File: config.mk
export PLATFORM = sky130hd
export DESIGN_NAME = uart_rx
export DESIGN_NICKNAME = d
export VERILOG_FILES = /design/src/rtl/uart_pkg.sv /design/src/rtl/sync_2ff.sv /design/src/rtl/uart_rx.sv
export SDC_FILE = /design/constraint.sdc
export NUM_CORES = 1
export LEC_CHECK = 0
export ABC_AREA = 0
export BUFFER_PORTS_ARGS = -buffer_cell sky130_fd_sc_hd__buf_2
export CAP_MARGIN = 20
export CORE_MARGIN = 2
export CORE_UTILIZATION = 40
export CTS_CLUSTER_DIAMETER = 40
export DETAILED_ROUTE_END_ITERATION = 8
export PLACE_DENSITY = 0.68
export SLEW_MARGIN = 10
export SYNTH_ARGS = -nofsm -noshare
export SYNTH_HDL_FRONTEND = slang
export SYNTH_SLANG_ARGS = --single-unit
File: constraint.sdc
create_clock -name i_clk -period 3.4 [get_ports i_clk]
set_input_delay 0.85 -clock i_clk [delete_from_list [all_inputs] [get_ports i_clk]]
set_output_delay 0.85 -clock i_clk [all_outputs]
set_load 0.03 [all_outputs]
File: src/rtl/uart_pkg.sv
// Shared UART definitions: FSM state encoding, byte type and bit-timing helpers.
// Intended for both the receiver and the future transmitter.
package uart_pkg;

  typedef enum logic [2:0] {
    WAIT_IDLE = 3'd0,
    IDLE      = 3'd1,
    START     = 3'd2,
    DATA      = 3'd3,
    STOP      = 3'd4
  } uart_state_e;

  typedef logic [7:0] uart_byte_t;

  localparam int unsigned UART_CNT_W      = 16;
  localparam int unsigned UART_CLKS_MIN   = 4;
  localparam int unsigned UART_CLKS_MAX   = 65535;
  localparam logic [2:0]  UART_LAST_BIT   = 3'd7;

  // Reload value that lands the first sample in the middle of the start bit.
  function automatic logic [UART_CNT_W-1:0] uart_half_bit_m1(input int unsigned clks);
    return UART_CNT_W'((clks / 32'd2) - 32'd1);
  endfunction

  // Reload value for a full bit period between consecutive samples.
  function automatic logic [UART_CNT_W-1:0] uart_full_bit_m1(input int unsigned clks);
    return UART_CNT_W'(clks - 32'd1);
  endfunction

endpackage

File: src/rtl/sync_2ff.sv
// Two-flop synchroniser for a single asynchronous input pin.
// RESET_VAL is the level both stages take in reset (the pin's idle level).
module sync_2ff #(
  parameter logic RESET_VAL = 1'b0
) (
  input  logic i_clk,
  input  logic i_reset,
  input  logic i_d,
  output logic o_q
);

  logic meta_q;
  logic meta_d;
  logic sync_q;
  logic sync_d;

  // Next-state: each stage copies the stage before it.
  always_comb begin
    meta_d = i_d;
    sync_d = meta_q;
  end

  // Synchroniser flops with synchronous reset to the idle level.
  always_ff @(posedge i_clk) begin
    if (i_reset) begin
      meta_q <= RESET_VAL;
      sync_q <= RESET_VAL;
    end else begin
      meta_q <= meta_d;
      sync_q <= sync_d;
    end
  end

  assign o_q = sync_q;

endmodule

File: src/rtl/uart_rx.sv
// 8N1 UART receiver: synchronises the RX pin, centre-samples each bit with a
// down-counter and emits each good byte as a one-cycle strobe. A stop bit
// sampled low raises a one-cycle framing-error pulse instead.
module uart_rx
  import uart_pkg::*;
#(
  parameter int CLKS_PER_BAUD = 434
) (
  input  logic       i_clk,
  input  logic       i_reset,
  input  logic       i_uart_rx,
  output logic [7:0] o_rx_data,
  output logic       o_rx_stb,
  output logic       o_frame_err
);

  generate
    if ((CLKS_PER_BAUD < int'(UART_CLKS_MIN)) || (CLKS_PER_BAUD > int'(UART_CLKS_MAX))) begin : g_bad_clks_per_baud
      $error("uart_rx: CLKS_PER_BAUD must lie in 4..65535");
    end
  endgenerate

  localparam logic [UART_CNT_W-1:0] HALF_BIT_M1 = uart_half_bit_m1(CLKS_PER_BAUD);
  localparam logic [UART_CNT_W-1:0] FULL_BIT_M1 = uart_full_bit_m1(CLKS_PER_BAUD);

  logic rx;
  logic sample;

  uart_state_e           state_q,     state_d;
  logic [UART_CNT_W-1:0] cnt_q,       cnt_d;
  logic [2:0]            bit_idx_q,   bit_idx_d;
  uart_byte_t            shreg_q,     shreg_d;
  uart_byte_t            rx_data_q,   rx_data_d;
  logic                  rx_stb_q,    rx_stb_d;
  logic                  frame_err_q, frame_err_d;

  sync_2ff #(
    .RESET_VAL (1'b1)
  ) u_rx_sync (
    .i_clk   (i_clk),
    .i_reset (i_reset),
    .i_d     (i_uart_rx),
    .o_q     (rx)
  );

  // The line is only looked at while framing when the counter expires.
  assign sample = (cnt_q == {UART_CNT_W{1'b0}});

  // Next-state, counter, shifter and output-pulse logic of the framer.
  always_comb begin
    state_d     = state_q;
    cnt_d       = cnt_q;
    bit_idx_d   = bit_idx_q;
    shreg_d     = shreg_q;
    rx_data_d   = rx_data_q;
    rx_stb_d    = 1'b0;
    frame_err_d = 1'b0;

    case (state_q)
      // Hold off until the line has been seen idle, so a reset in the middle
      // of a frame or a held break is never taken as a start bit.
      WAIT_IDLE: begin
        if (rx) begin
          state_d = IDLE;
        end else begin
          state_d = WAIT_IDLE;
        end
      end

      IDLE: begin
        if (!rx) begin
          cnt_d   = HALF_BIT_M1;
          state_d = START;
        end else begin
          state_d = IDLE;
        end
      end

      // Mid start bit: a high line here means the falling edge was a glitch.
      START: begin
        if (sample) begin
          if (rx) begin
            state_d = IDLE;
          end else begin
            cnt_d     = FULL_BIT_M1;
            bit_idx_d = 3'd0;
            state_d   = DATA;
          end
        end else begin
          cnt_d = cnt_q - 16'd1;
        end
      end

      // LSB arrives first, so shift right and insert at the top.
      DATA: begin
        if (sample) begin
          shreg_d = {rx, shreg_q[7:1]};
          cnt_d   = FULL_BIT_M1;
          if (bit_idx_q == UART_LAST_BIT) begin
            state_d = STOP;
          end else begin
            bit_idx_d = bit_idx_q + 3'd1;
          end
        end else begin
          cnt_d = cnt_q - 16'd1;
        end
      end

      // Returning to IDLE straight after the stop sample lets the next start
      // bit follow with no idle gap.
      STOP: begin
        if (sample) begin
          if (rx) begin
            rx_data_d = shreg_q;
            rx_stb_d  = 1'b1;
            state_d   = IDLE;
          end else begin
            frame_err_d = 1'b1;
            state_d     = WAIT_IDLE;
          end
        end else begin
          cnt_d = cnt_q - 16'd1;
        end
      end

      default: begin
        state_d = WAIT_IDLE;
      end
    endcase
  end

  // State, datapath and registered outputs; reset aborts any frame silently.
  always_ff @(posedge i_clk) begin
    if (i_reset) begin
      state_q     <= WAIT_IDLE;
      cnt_q       <= 16'd0;
      bit_idx_q   <= 3'd0;
      shreg_q     <= 8'h00;
      rx_data_q   <= 8'h00;
      rx_stb_q    <= 1'b0;
      frame_err_q <= 1'b0;
    end else begin
      state_q     <= state_d;
      cnt_q       <= cnt_d;
      bit_idx_q   <= bit_idx_d;
      shreg_q     <= shreg_d;
      rx_data_q   <= rx_data_d;
      rx_stb_q    <= rx_stb_d;
      frame_err_q <= frame_err_d;
    end
  end

  assign o_rx_data   = rx_data_q;
  assign o_rx_stb    = rx_stb_q;
  assign o_frame_err = frame_err_q;

endmodule
==> impl_metrics.json <==
{
  "status": "finished clean",
  "port_buffers": 12,
  "drt_iter0_drc": 147,
  "finClkSkew_ns": 0.005143,
  "cts_setup_buffers": 0,
  "worstMarginPinSlew_ns": 0.8252,
  "dr_total_vias": 1674,
  "grt_pass1_vias": 1566,
  "synthTopCellsByArea": "dfxtp_1 42%, mux2i_1 4.5%, nand2_1 4.4%",
  "place_congestion": 0.8431,
  "max_freq_mhz": 414.4,
  "final_util_pct": 45.76,
  "antenna_found_initial": 0,
  "switching_share_pct": 32.63,
  "drive_gt1_share_pct": 13.98,
  "end_kind": "register",
  "synth.top_cell.area_share_pct": 42.42,
  "track_usage_pct": 16.94,
  "power_mw": 1.090,
  "cts_buffers": 5,
  "hpwl_mm": 2.703,
  "power.share.clock_pct": 30.7,
  "grt_overflow": 0,
  "grt_max_degree": 44,
  "slew_headroom_pct": 44.99,
  "synth_ff_type": "dfxtp_1",
  "hp-class": "register to register",
  "hold_buffers": 0,
  "yosysWarningCount": 0,
  "diodes": 0,
  "path_max_fanout": 12,
  "routedWlPerCell_um": 13.40,
  "grt_setup_unrepaired": "false",
  "boundaryPins": 13,
  "hold_violations": 0,
  "ys_ff_latch": 42,
  "slew_viol_final": 0,
  "path_clk_slew_ns": 0.09,
  "die-area_sq_um": 5534,
  "num_rows": 25,
  "finalSetupViolCount": 0,
  "synth_area_sq_um": 1982,
  "async_flop_share_pct": 0,
  "clock_latency_ns": 0.30,
  "viasPerCell": 5.525,
  "final_antenna_net_count": 0,
  "ys_seq_area_share_pct": 42.42,
  "cts.sinks": 42,
  "holdWs_ns": 0.4169,
  "core_area_sq_um": 4755,
  "yosys.area.top_type": "dfxtp_1",
  "h-tree-depth": 2,
  "crit_type": "register to register",
  "power_frac_comb_pct": 20.0,
  "cp-start-kind": "register",
  "grt_pass1_wl_mm": 7.224,
  "synth_cell_types": 48,
  "powerDensity_nw_per_um2": 501.1,
  "ir_drop_uv": 212.2,
  "cts.repair.resized": 0,
  "start_util_pct": 41.68,
  "power.leakage_nw": 0.8421,
  "clock-root-buffer": "clkbuf_8",
  "netlist_instances": 227,
  "drc": 0,
  "area_growth_pct": 9.786,
  "clock_path_buffers": 2,
  "p_int_uw": 734.6,
  "syn_avg_cell_area_sq_um": 8.731,
  "die_w_um": 74.39,
  "wirelength_mm": 4.060,
  "period_share_pct": 70.97,
  "p_sw_uw": 355.8,
  "critPathRequiredTime_ns": 3.63,
  "hold-path-cell-count": 1,
  "fin_setup_tns_ns": 0,
  "tritoncts": "yes",
  "firstDrtPassIters": 4,
  "finalNetCount": 242,
  "rr_worst_depth": 5,
  "synth_commonest_cells": "42 x dfxtp_1, 23 x nand2_1, 22 x nor2_1",
  "die_height_um": 74.39,
  "synth.net_count": 234,
  "min_period_ns": 2.413,
  "synth_most_common_cell": "dfxtp_1",
  "cp_data_arrival_time_ns": 2.65,
  "p_seq_share_pct": 49.3,
  "synth_edf_count": 0,
  "cap_viol_max_count": 0
}
-- cells in the final DEF, fill, tap and decap left out, types with 5 or more instances in the layout --
cell      synthesis  routed
clkbuf_8          0       5
nand2_1          23      23
xor2_1            6       6
nor2_1           22      22
o31ai_1           5       5
buf_2             1      12
a21oi_1          14      14
or3_1             5       5
o211ai_1          5       5
mux2i_1           9       9
inv_1             5       5
nor3_1            7       7
dfxtp_1          42      42
o21ai_0           9       9
nand3_1           5       5
-- cell type report --
cell class | count | area (sq um)
tap | 67 | 83.83
fill | 477 | 2579
timing repair buffer | 12 | 60.06
clock inverter | 3 | 23.77
inverter | 5 | 18.77
sequential | 42 | 840.8
multi-input combinational | 169 | 1080
clock buffer | 5 | 68.82
-- power groups by stage --
| stage | Clock, mW | Combinational (mW) | Sequential [mW] |
|---|---|---|---|
| 2_1_floorplan | 0 | 0.183 | 0.537 |
| 3_3_place_gp | 0 | 0.214 | 0.548 |
| 3_5_place_dp | 0 | 0.214 | 0.548 |
| 4_1_cts | 0.349 | 0.215 | 0.536 |
| 5_1_grt | 0.370 | 0.248 | 0.541 |
| 6_report | 0.335 | 0.218 | 0.537 |
-- per-layer routing --
metal	up-vias	GRT usage, %	part of all wire, %
met4	0	5.357	1.8
met1	781	22.41	48
met3	8	5.420	4.7
met2	43	26.35	45
li1	842	-	-
met5	-	0	0
-- sequential cells by signal, summed over array words and instances, names as in the netlist --
signal,cells
cnt_q,16
o_rx_data,8
shreg_q,8
bit_idx_q,3
state_q,3
o_frame_err,1
o_rx_stb,1
u_rx_sync.meta_q,1
u_rx_sync.o_q,1
-- worst paths after layout --
check / start / to / slack [ns]
setup / recovery: cnt_q[10]$_SDFFE_PP0P_ / state_q[2]$_SDFFE_PP0P_ / 0.99
hold / removal: u_rx_sync.meta_q$_SDFF_PP1_ / u_rx_sync.o_q$_SDFF_PP1_ / 0.42
hold reg to reg: u_rx_sync.meta_q$_SDFF_PP1_ / u_rx_sync.o_q$_SDFF_PP1_ / 0.42
setup reg to reg: cnt_q[10]$_SDFFE_PP0P_ / state_q[2]$_SDFFE_PP0P_ / 0.99
-- metrics by stage --
step,instance area [sq um],worst slack (ns),cells
after floorplan,1982,1.347,227
after global routing,2176,0.5531,303
final,2176,0.9869,303
after detailed placement,2083,1.030,295
after global placement,2083,1.135,295
after CTS,2176,0.9983,303
-- cells by family after synthesis --
logic type      share of synthesized area, %
compound gates                         19.63
xor+xnor                               2.651
fa+ha+maj                              2.525
buf+inv                                3.093
flops                                  42.42
mux                                    4.546
simple gates                           25.13
-- critical path: stages, from the launching register on --
cell and delay [ns]:
dfxtp_1 0.36, nor4_1 0.53, nand4_1 0.54, nor2_1 0.61, a22oi_1 0.18, nor2_1 0.12
No activity file was read; power rests on OpenSTA's default activity.
